[src/rtl/rx_frame_parser.sv]
// Sync-hunting byte-stream frame parser with a first-word-fall-through payload FIFO and per-frame terminator status.
// Optional feature macro: FRAME_STATS_EN adds saturating good/bad frame counters (good_cnt, bad_cnt).
module rx_frame_parser #(
    parameter logic [7:0]  SYNC0   = 8'hAA,
    parameter logic [7:0]  SYNC1   = 8'h55,
    parameter int unsigned MAX_LEN = 64,
    parameter int unsigned FIFO_AW = 5
) (
    input  logic        CLK_100_RX,
    input  logic        RESET,
    input  logic [7:0]  rx_byte,
    input  logic        rx_aligned,
    output logic [7:0]  out_data,
    output logic        out_last,
    output logic        out_err,
    output logic        out_valid,
    input  logic        out_ready,
    output logic        overflow,
    output logic        len_err
`ifdef FRAME_STATS_EN
    ,
    output logic [15:0] good_cnt,
    output logic [15:0] bad_cnt
`endif
);
    typedef enum logic [2:0] {
        HUNT = 3'd0,
        S1   = 3'd1,
        LEN  = 3'd2,
        PAY  = 3'd3,
        CSUM = 3'd4
    } state_t;

    localparam int unsigned        DEPTH     = 1 << FIFO_AW;
    localparam logic [7:0]         MAX_LEN_B = MAX_LEN[7:0];
    localparam logic [FIFO_AW:0]   FULL_CNT  = {1'b1, {FIFO_AW{1'b0}}};

    function automatic logic [7:0] csum_add(input logic [7:0] acc, input logic [7:0] data);
        return acc + data;
    endfunction

    state_t           state_r, state_s;
    logic [7:0]       cnt_r, cnt_s;
    logic [7:0]       sum_r, sum_s;
    logic             drop_r, drop_s;
    logic             push_s;
    logic [9:0]       push_entry_s;
    logic             len_err_s;
    logic             len_err_r;
    logic             overflow_r;

    logic [9:0]       mem_r [0:DEPTH-1];
    logic [FIFO_AW:0] wr_ptr_r, rd_ptr_r, rd_ptr_nxt_s;
    logic             full_s, pop_s, wr_en_s, head_avail_s;
    logic [9:0]       out_entry_r;
    logic             out_valid_r;

    assign full_s       = ((wr_ptr_r - rd_ptr_r) == FULL_CNT);
    assign pop_s        = out_valid_r & out_ready;
    assign wr_en_s      = push_s & ~full_s;
    assign rd_ptr_nxt_s = rd_ptr_r + {{FIFO_AW{1'b0}}, pop_s};
    // Uses the pre-edge write pointer so a freshly written entry shows one cycle later.
    assign head_avail_s = (wr_ptr_r != rd_ptr_nxt_s);

    // Parser next-state, push request and length-error decode.
    always_comb begin
        state_s      = state_r;
        cnt_s        = cnt_r;
        sum_s        = sum_r;
        drop_s       = drop_r;
        push_s       = 1'b0;
        push_entry_s = 10'h000;
        len_err_s    = 1'b0;
        if (!rx_aligned) begin
            if ((state_r == PAY) || (state_r == CSUM)) begin
                push_s       = 1'b1;
                push_entry_s = {1'b1, 1'b1, 8'h00};
            end else begin
                push_s       = 1'b0;
            end
            state_s = HUNT;
        end else begin
            case (state_r)
                HUNT: begin
                    if (rx_byte == SYNC0) state_s = S1;
                    else                  state_s = HUNT;
                end
                S1: begin
                    if (rx_byte == SYNC1)      state_s = LEN;
                    else if (rx_byte == SYNC0) state_s = S1;
                    else                       state_s = HUNT;
                end
                LEN: begin
                    if ((rx_byte == 8'h00) || (rx_byte > MAX_LEN_B)) begin
                        len_err_s = 1'b1;
                        state_s   = HUNT;
                    end else begin
                        cnt_s   = rx_byte;
                        sum_s   = rx_byte;
                        drop_s  = 1'b0;
                        state_s = PAY;
                    end
                end
                PAY: begin
                    push_s       = 1'b1;
                    push_entry_s = {1'b0, 1'b0, rx_byte};
                    sum_s        = csum_add(sum_r, rx_byte);
                    cnt_s        = cnt_r - 8'd1;
                    drop_s       = drop_r | full_s;
                    if (cnt_r == 8'd1) state_s = CSUM;
                    else               state_s = PAY;
                end
                CSUM: begin
                    push_s       = 1'b1;
                    push_entry_s = {1'b1, (sum_r != rx_byte) | drop_r, rx_byte};
                    state_s      = HUNT;
                end
                default: begin
                    state_s = HUNT;
                end
            endcase
        end
    end

    // Parser state, frame counters and sticky status flags.
    always_ff @(posedge CLK_100_RX or posedge RESET) begin
        if (RESET) begin
            state_r    <= HUNT;
            cnt_r      <= 8'h00;
            sum_r      <= 8'h00;
            drop_r     <= 1'b0;
            len_err_r  <= 1'b0;
            overflow_r <= 1'b0;
        end else begin
            state_r    <= state_s;
            cnt_r      <= cnt_s;
            sum_r      <= sum_s;
            drop_r     <= drop_s;
            len_err_r  <= len_err_s;
            overflow_r <= overflow_r | (push_s & full_s);
        end
    end

    // FIFO storage write port.
    always_ff @(posedge CLK_100_RX) begin
        if (wr_en_s) mem_r[wr_ptr_r[FIFO_AW-1:0]] <= push_entry_s;
    end

    // FIFO pointers and registered head-of-queue.
    always_ff @(posedge CLK_100_RX or posedge RESET) begin
        if (RESET) begin
            wr_ptr_r    <= '0;
            rd_ptr_r    <= '0;
            out_valid_r <= 1'b0;
            out_entry_r <= 10'h000;
        end else begin
            wr_ptr_r    <= wr_ptr_r + {{FIFO_AW{1'b0}}, wr_en_s};
            rd_ptr_r    <= rd_ptr_nxt_s;
            out_valid_r <= head_avail_s;
            if (head_avail_s) out_entry_r <= mem_r[rd_ptr_nxt_s[FIFO_AW-1:0]];
        end
    end

    assign out_data  = out_entry_r[7:0];
    assign out_err   = out_entry_r[8];
    assign out_last  = out_entry_r[9];
    assign out_valid = out_valid_r;
    assign overflow  = overflow_r;
    assign len_err   = len_err_r;

`ifdef FRAME_STATS_EN
    logic [15:0] good_cnt_r, bad_cnt_r;
    logic        term_s;

    assign term_s = push_s & push_entry_s[9];

    // Saturating frame statistics, counted when a terminator is generated.
    always_ff @(posedge CLK_100_RX or posedge RESET) begin
        if (RESET) begin
            good_cnt_r <= 16'h0000;
            bad_cnt_r  <= 16'h0000;
        end else begin
            if (term_s && !push_entry_s[8] && (good_cnt_r != 16'hFFFF))
                good_cnt_r <= good_cnt_r + 16'd1;
            if (((term_s && push_entry_s[8]) || len_err_s) && (bad_cnt_r != 16'hFFFF))
                bad_cnt_r <= bad_cnt_r + 16'd1;
        end
    end

    assign good_cnt = good_cnt_r;
    assign bad_cnt  = bad_cnt_r;
`endif

endmodule
[config.mk]
export PLATFORM = sky130hd
export DESIGN_NAME = rx_frame_parser
export DESIGN_NICKNAME = d
export VERILOG_FILES = /design/src/rtl/rx_frame_parser.sv
export SDC_FILE = /design/constraint.sdc
export NUM_CORES = 1
export LEC_CHECK = 0
export CORE_AREA = 2 2 132 186
export CTS_BUF_LIST = sky130_fd_sc_hd__clkbuf_4 sky130_fd_sc_hd__clkbuf_8
export DETAILED_ROUTE_END_ITERATION = 8
export DIE_AREA = 0 0 134 188
export PLACE_DENSITY = 0.82
export REMOVE_ABC_BUFFERS = 1
export SETUP_SLACK_MARGIN = 0.1
export SLEW_MARGIN = 20
export SYNTH_ARGS = -nofsm -noshare
export SYNTH_HDL_FRONTEND = slang
export SYNTH_SLANG_ARGS = --single-unit
[constraint.sdc]
create_clock -name CLK_100_RX -period 3.8 [get_ports CLK_100_RX]
set_input_delay 0.76 -clock CLK_100_RX [delete_from_list [all_inputs] [get_ports CLK_100_RX]]
set_output_delay 0.76 -clock CLK_100_RX [all_outputs]
set_load 0.02 [all_outputs]
* After elaboration in Yosys (flattened, before gate mapping) *
Memories as Yosys holds them, arrays and structs flattened. A register that Yosys moved wholly into a read port is not among the register bits.
Cells that the tools add are included.

word-level totals
  word-level logic and storage cells = 63
  memory bits (writable) = 320
  memories kept = 1
  output and inout bits = 13
  input bits = 12
  register bits after elaboration = 35

cells by class
  reduce and logical (&&, ||, !) cells = 7
  muxes and demuxes = 22
  add/subtract/negate cells = 5
  $lt $le $gt $ge = 1
  bitwise logic cells = 7
  equality and inequality tests = 11

memories
  name   words  width  rd ports  clocked after memory_dff  wr ports  line  RTL
  mem_r  32     10     1         1                         1         52    logic [9:0] mem_r [0:DEPTH-1];

operators by type and width
  cell                   number
  $pmux W8 S2            2
  $mux W10               2
  $pmux W10 S2           1
  $add A6 B1 Y6          2
  $pmux W3 S4            1
  $mux W1                10
  $add A8 B8 Y8          1
  $eq A8 B1 Y1 const B   1
  $eq A8 B7 Y1 const B   1
  $eq A8 B8 Y1 const B   1
  $gt A8 B7 Y1 const B   1
  $logic_not A8 Y1       1
  $mux W8                1
  $ne A8 B8 Y1           1
  $sub A8 B1 Y8 const B  1
  $eq A3 B2 Y1 const B   2
  $eq A6 B6 Y1 const B   1
  $mux W3                2
  $ne A6 B6 Y1           1
  $sub A6 B6 Y6          1
  $mux W2                2
  $and A1 B1 Y1          3
  $eq A3 B1 Y1 const B   1
  $eq A3 B3 Y1 const B   1
  other kinds (9)        12

* Depth between registers and ports, before layout *
  depth after elaboration = 7
  gate-level depth with buffers = 11
  mapped depth without buffers = 10

* Worst setup path after synthesis *
Ideal clock, no wire load.

  path kind = input to register
  from = in rx_aligned
  to = mem mem_r[0][8], data pin
  path buffers = 1
  stages on the path = 3
  library setup time = 0.291 ns
  setup slack = 0.470 ns
  required time = 3.509 ns
  arrival time = 3.039 ns
  path through = clkbuf_1 > o21ai_0 > o41a_1

on the way
  longest elaborated chain between the ends = 1

ends and longest elaborated chain
  what                 line  RTL
  start, declared      12    input logic rx_aligned,
  $mux W10             74    if (!rx_aligned) begin
  via push_entry_s[8]  47    logic [9:0] push_entry_s;
  end, declared        52

The timed path passes the listed nets, and every way through them passes these cells.

* Worst setup path after layout *
  from = reg rd_ptr_r[2]
  to = mem mem_r[20][1] (enable)

on the way
  longest elaborated chain between the ends = 6

ends and longest elaborated chain
  what                           line  RTL
  start, declared                53    logic [FIFO_AW:0] wr_ptr_r, rd_ptr_r, rd_ptr_nxt_s;
  start signal, assigned         158   rd_ptr_r <= rd_ptr_nxt_s;
  $sub A6 B6 Y6                  58    assign full_s = ((wr_ptr_r - rd_ptr_r) == FULL_CNT);
  $eq A6 B6 Y1                   58
  $not A1 Y1                     60    assign wr_en_s = push_s & ~full_s;
  $and A1 B1 Y1                  60
  $mux W1                        146   if (wr_en_s) mem_r[wr_ptr_r[FIFO_AW-1:0]] <= push_entry_s;
  $mux W1 (not written as such)  146

No other way between the ends.

==> Flow_metrics.wiki <==
{| class="wikitable"
! Metric !! Value
|-
| Outcome || completed
|-
| Clock latency on the worst-skew pair || 0.59 ns
|-
| Portion of the post-synthesis area used by sequential elements || 0.711
|-
| Post-synthesis cell count || 951
|-
| Non-filler instance count after layout || 1380
|-
| Buffers and inverters on the worst path || 2
|-
| Post-CTS Hold Fix Bufs || 0
|-
| Number of sinks handled by clock tree synthesis || 365
|-
| Crit Path Class || flop to flop
|-
| Post-synthesis register bit count || 365
|-
| GRT Resource Usage Total || 0.276
|-
| Total via count after detailed routing || 8766
|-
| Power consumption || 10.9 mW
|-
| Total number of nets in the final design || 1063
|-
| Total number of H-tree levels || 2
|-
| Vias per Instance || 6.35
|-
| Placed insts || 1290
|-
| Mean routed wirelength per cell || 24.3 um
|-
| Total gr overflow || 0
|-
| Post-layout utilization of the core || 0.725
|-
| Total of fill cells in the finished design || 1376
|-
| Worst-case setup slack after placement || 0.132 ns
|-
| Ys flop type || sky130_fd_sc_hd__edfxtp_1
|-
| FFs w/ async S/R, synth || 0.123
|-
| Total Die Area || 25200 um^2
|-
| IO Count || 25
|-
| Layout cell share with drive strength beyond 1 || 0.193
|-
| Library cells used by synthesis || 53
|-
| Count of antenna-violating nets left after detailed routing || 0
|-
| Starting DRC count in detailed routing || 861
|-
| List of cells traversed by the critical path || inv_1, ha_1, nand3b_1, a22oi_1, a2111oi_2, a21oi_1, nand2_1, buf_4, nor2_1
|-
| ANT cells || 0
|-
| Worst voltage drop across the vdd grid || 0.471 mV
|-
| Buffer type at the clock tree root || sky130_fd_sc_hd__clkbuf_8
|-
| RSZ-0062 raised after global routing || no
|-
| Combinational family with the most area after synthesis || multiplexers
|-
| Critical path capture point type || flop
|-
| Final setup margin || 0.412 ns
|-
| Detailed placement HPWL || 21600 um
|-
| Row count || 67
|-
| Basic-gate share of the synthesized area counting and, or, nand and nor cells || 0.0779
|-
| Routability congestion estimate from global placement || 0.873
|-
| Worst Path Max Fanout || 10
|-
| Required time of the critical path || 3.98 ns
|-
| Post-Syn Area per Cell || 15.9 um^2
|-
| Max-Slew Margin vs Limit || 0.250
|-
| Endpoints failing hold || 0
|-
| Max capacitance violation total || 0
|-
| Transition time at the pin with the least slew margin || 1.12 ns
|-
| Post-CTS Setup Repair Bufs || 0
|-
| Yosys warning total || 0
|-
| Total power per unit cell area || 639 nW/um^2
|-
| Share of the clock period used by the worst path || 0.892
|-
| Count of pins over their slew limit || 0
|-
| CP top delay family || simple AND/OR/NAND/NOR gates
|-
| Type of the most critical hold path || flop to flop
|-
| Chip width || 134 um
|-
| Via count of the first global-routing pass || 9117
|-
| Number of antenna violations at the first check in global routing || 0
|-
| Number of search-and-repair iterations in the first detailed-routing pass || 6
|-
| Highest cell delay on the worst timing path || 0.86 ns
|-
| Max Buffers Root-to-Sink || 3
|-
| Worst clock skew || 0.0427 ns
|-
| Core region area || 23600 um^2
|-
| Type of element launching the critical path || flop
|-
| Synthesized-area fraction occupied by adder cells || 0.0162
|-
| Synthesized cell area || 15100 um^2
|-
| TritonCTS clock tree || built
|-
| Number of enable-type register cells in the synthesized netlist || 320
|-
| Arr. time, crit path || 3.57 ns
|-
| Top achievable clock speed || 295 MHz
|-
| Area Overhead vs Synth || 13.1%
|-
| Worst path slowest cell || sky130_fd_sc_hd__nor2_1
|-
| Starting Density || 0.641
|-
| Final setup violation count || 0
|-
| Portion of netlist area occupied by mux cells || 0.105
|-
| Die height || 188 um
|-
| Final total negative setup slack || 0 ns
|-
| Worst-path clk slew || 0.06 ns
|-
| Share of the synthesized netlist area taken by xor and xnor gates || 0.0138
|-
| Number of port buffers || 24
|-
| Maximum number of pins on one net before global-route repair || 71
|-
| Tmin final || 3.39 ns
|-
| Post-CTS resize count || 0
|-
| Inserted Clock Buffers || 50
|-
| Static leakage || 5.61 nW
|-
| DRC || 0
|-
| Compound-cell area share of the yosys netlist || 0.0562
|-
| Wire length after detailed routing || 33500 um
|-
| Wire length of the first global-routing pass || 51100 um
|}
metrics by stage:
step                cell area [um^2]  hold WS, ns
floorplan                      14900        0.439
global placement               16100        0.454
detailed placement             16100        0.489
CTS                            17100        0.512
global route                   17100        0.522
finish                         17100        0.524
final timing paths:
kind                                               to  slack, ns                  start  depth (start not counted)
min reg2reg                        overflow$_DFF_PP0_       0.52     overflow$_DFF_PP0_                          1
max reg2reg                    mem_r[20][1]$_DFFE_PP_       0.41  rd_ptr_r[2]$_DFF_PP0_                          9
min in group asynchronous       wr_ptr_r[3]$_DFF_PP0_       0.64                  RESET                          2
min                                overflow$_DFF_PP0_       0.52     overflow$_DFF_PP0_                          1
max in group asynchronous  out_entry_r[1]$_DFFE_PP0P_       2.63                  RESET                          2
max                            mem_r[20][1]$_DFFE_PP_       0.41  rd_ptr_r[2]$_DFF_PP0_                          9
state kept, by name (all words and copies together) (netlist names), 3 cells and up:
signal and cells:
cnt_r 8, mem_r 320, out_entry_r 10, rd_ptr_r 6, state_r 3, sum_r 8
wr_ptr_r 6
layout make-up:
class                   count  area [um^2]  area share
well taps                 310          388      0.0227
repair buffers             78          733      0.0429
multi-input cells         513         4110       0.241
clock inverters            21          175      0.0103
inverters                  24         91.3     0.00535
flip-flops and latches    365        10700       0.628
clock buffers              69          850      0.0497
worst reg2reg max path, delay by kind of cell, from the launching register on:
| kind | cells | cell delay [ns] |
|---|---|---|
| flops | 1 | 0.50 |
| compound gates | 3 | 0.71 |
| fa+ha+maj | 1 | 0.35 |
| simple gates | 3 | 1.08 |
| buf+inv | 2 | 0.36 |
layout by cell type, fill, tap and decap left out, types with 3 or more instances in the layout:
master	count
sky130_fd_sc_hd__inv_1	22
sky130_fd_sc_hd__a21oi_1	42
sky130_fd_sc_hd__dfrtp_1	45
sky130_fd_sc_hd__xnor2_1	14
sky130_fd_sc_hd__clkbuf_4	16
sky130_fd_sc_hd__a311oi_1	10
sky130_fd_sc_hd__o21ai_0	29
sky130_fd_sc_hd__and2_1	3
sky130_fd_sc_hd__bufinv_16	3
sky130_fd_sc_hd__clkdlybuf4s50_1	24
sky130_fd_sc_hd__nand3_1	11
sky130_fd_sc_hd__a31oi_1	15
sky130_fd_sc_hd__or3_1	4
sky130_fd_sc_hd__nand3b_1	9
sky130_fd_sc_hd__or4_1	14
sky130_fd_sc_hd__nand2_1	108
sky130_fd_sc_hd__clkinv_2	4
sky130_fd_sc_hd__clkinv_1	12
sky130_fd_sc_hd__o22ai_1	20
sky130_fd_sc_hd__a22oi_1	3
sky130_fd_sc_hd__ha_1	16
sky130_fd_sc_hd__edfxtp_1	320
sky130_fd_sc_hd__a22o_1	3
sky130_fd_sc_hd__buf_12	7
sky130_fd_sc_hd__clkbuf_8	53
sky130_fd_sc_hd__nand2b_1	6
sky130_fd_sc_hd__nor3b_1	3
sky130_fd_sc_hd__mux4_2	60
sky130_fd_sc_hd__nor3_1	15
sky130_fd_sc_hd__xor2_1	7
sky130_fd_sc_hd__mux2i_1	24
sky130_fd_sc_hd__nor2_1	52
sky130_fd_sc_hd__buf_4	47
sky130_fd_sc_hd__nor2b_1	3
sky130_fd_sc_hd__and3_1	11
Yosys cell counts (6+ instances only):
library cell	instances	area share
sky130_fd_sc_hd__edfxtp_1	320	0.64
sky130_fd_sc_hd__nand2_1	108	0.027
sky130_fd_sc_hd__mux4_2	60	0.089
sky130_fd_sc_hd__nor2_1	52	0.013
sky130_fd_sc_hd__dfrtp_1	45	0.075
sky130_fd_sc_hd__a21oi_1	42	0.014
sky130_fd_sc_hd__o21ai_0	30	0.0099
sky130_fd_sc_hd__clkbuf_1	29	0.0072
sky130_fd_sc_hd__mux2i_1	24	0.016
sky130_fd_sc_hd__inv_1	23	0.0057
sky130_fd_sc_hd__o22ai_1	20	0.0083
sky130_fd_sc_hd__ha_1	18	0.015
sky130_fd_sc_hd__a31oi_1	15	0.0062
sky130_fd_sc_hd__nor3_1	15	0.0050
sky130_fd_sc_hd__xnor2_1	15	0.0087
sky130_fd_sc_hd__or4_1	14	0.0070
sky130_fd_sc_hd__buf_2	13	0.0043
sky130_fd_sc_hd__and3_1	11	0.0046
sky130_fd_sc_hd__nand3_1	11	0.0036
sky130_fd_sc_hd__a311oi_1	10	0.0058
sky130_fd_sc_hd__nand3b_1	9	0.0045
sky130_fd_sc_hd__xor2_1	7	0.0041
sky130_fd_sc_hd__nand2b_1	6	0.0025
cells by family after synthesis:
| logic type | after synthesis |
|---|---|
| mux | 84 |
| xor+xnor | 23 |
| flops | 365 |
| simple gates | 249 |
| compound gates | 138 |
| fa+ha+maj | 19 |
| buf+inv | 73 |
power breakdown:
| group | internal [mW] | switching, mW |
|---|---|---|
| Sequential | 4.40 | 0.0880 |
| Combinational | 1.40 | 2.01 |
| Clock | 1.65 | 1.36 |
routing by layer:
metal / part of all wire / wire [um] / global-route usage
met5: 0 / 0 / 0
met4: 0.056 / 1890 / 0.159
met3: 0.066 / 2230 / 0.0435
met2: 0.53 / 17700 / 0.479
met1: 0.35 / 11700 / 0.326
(Power assumes the default switching activity.)
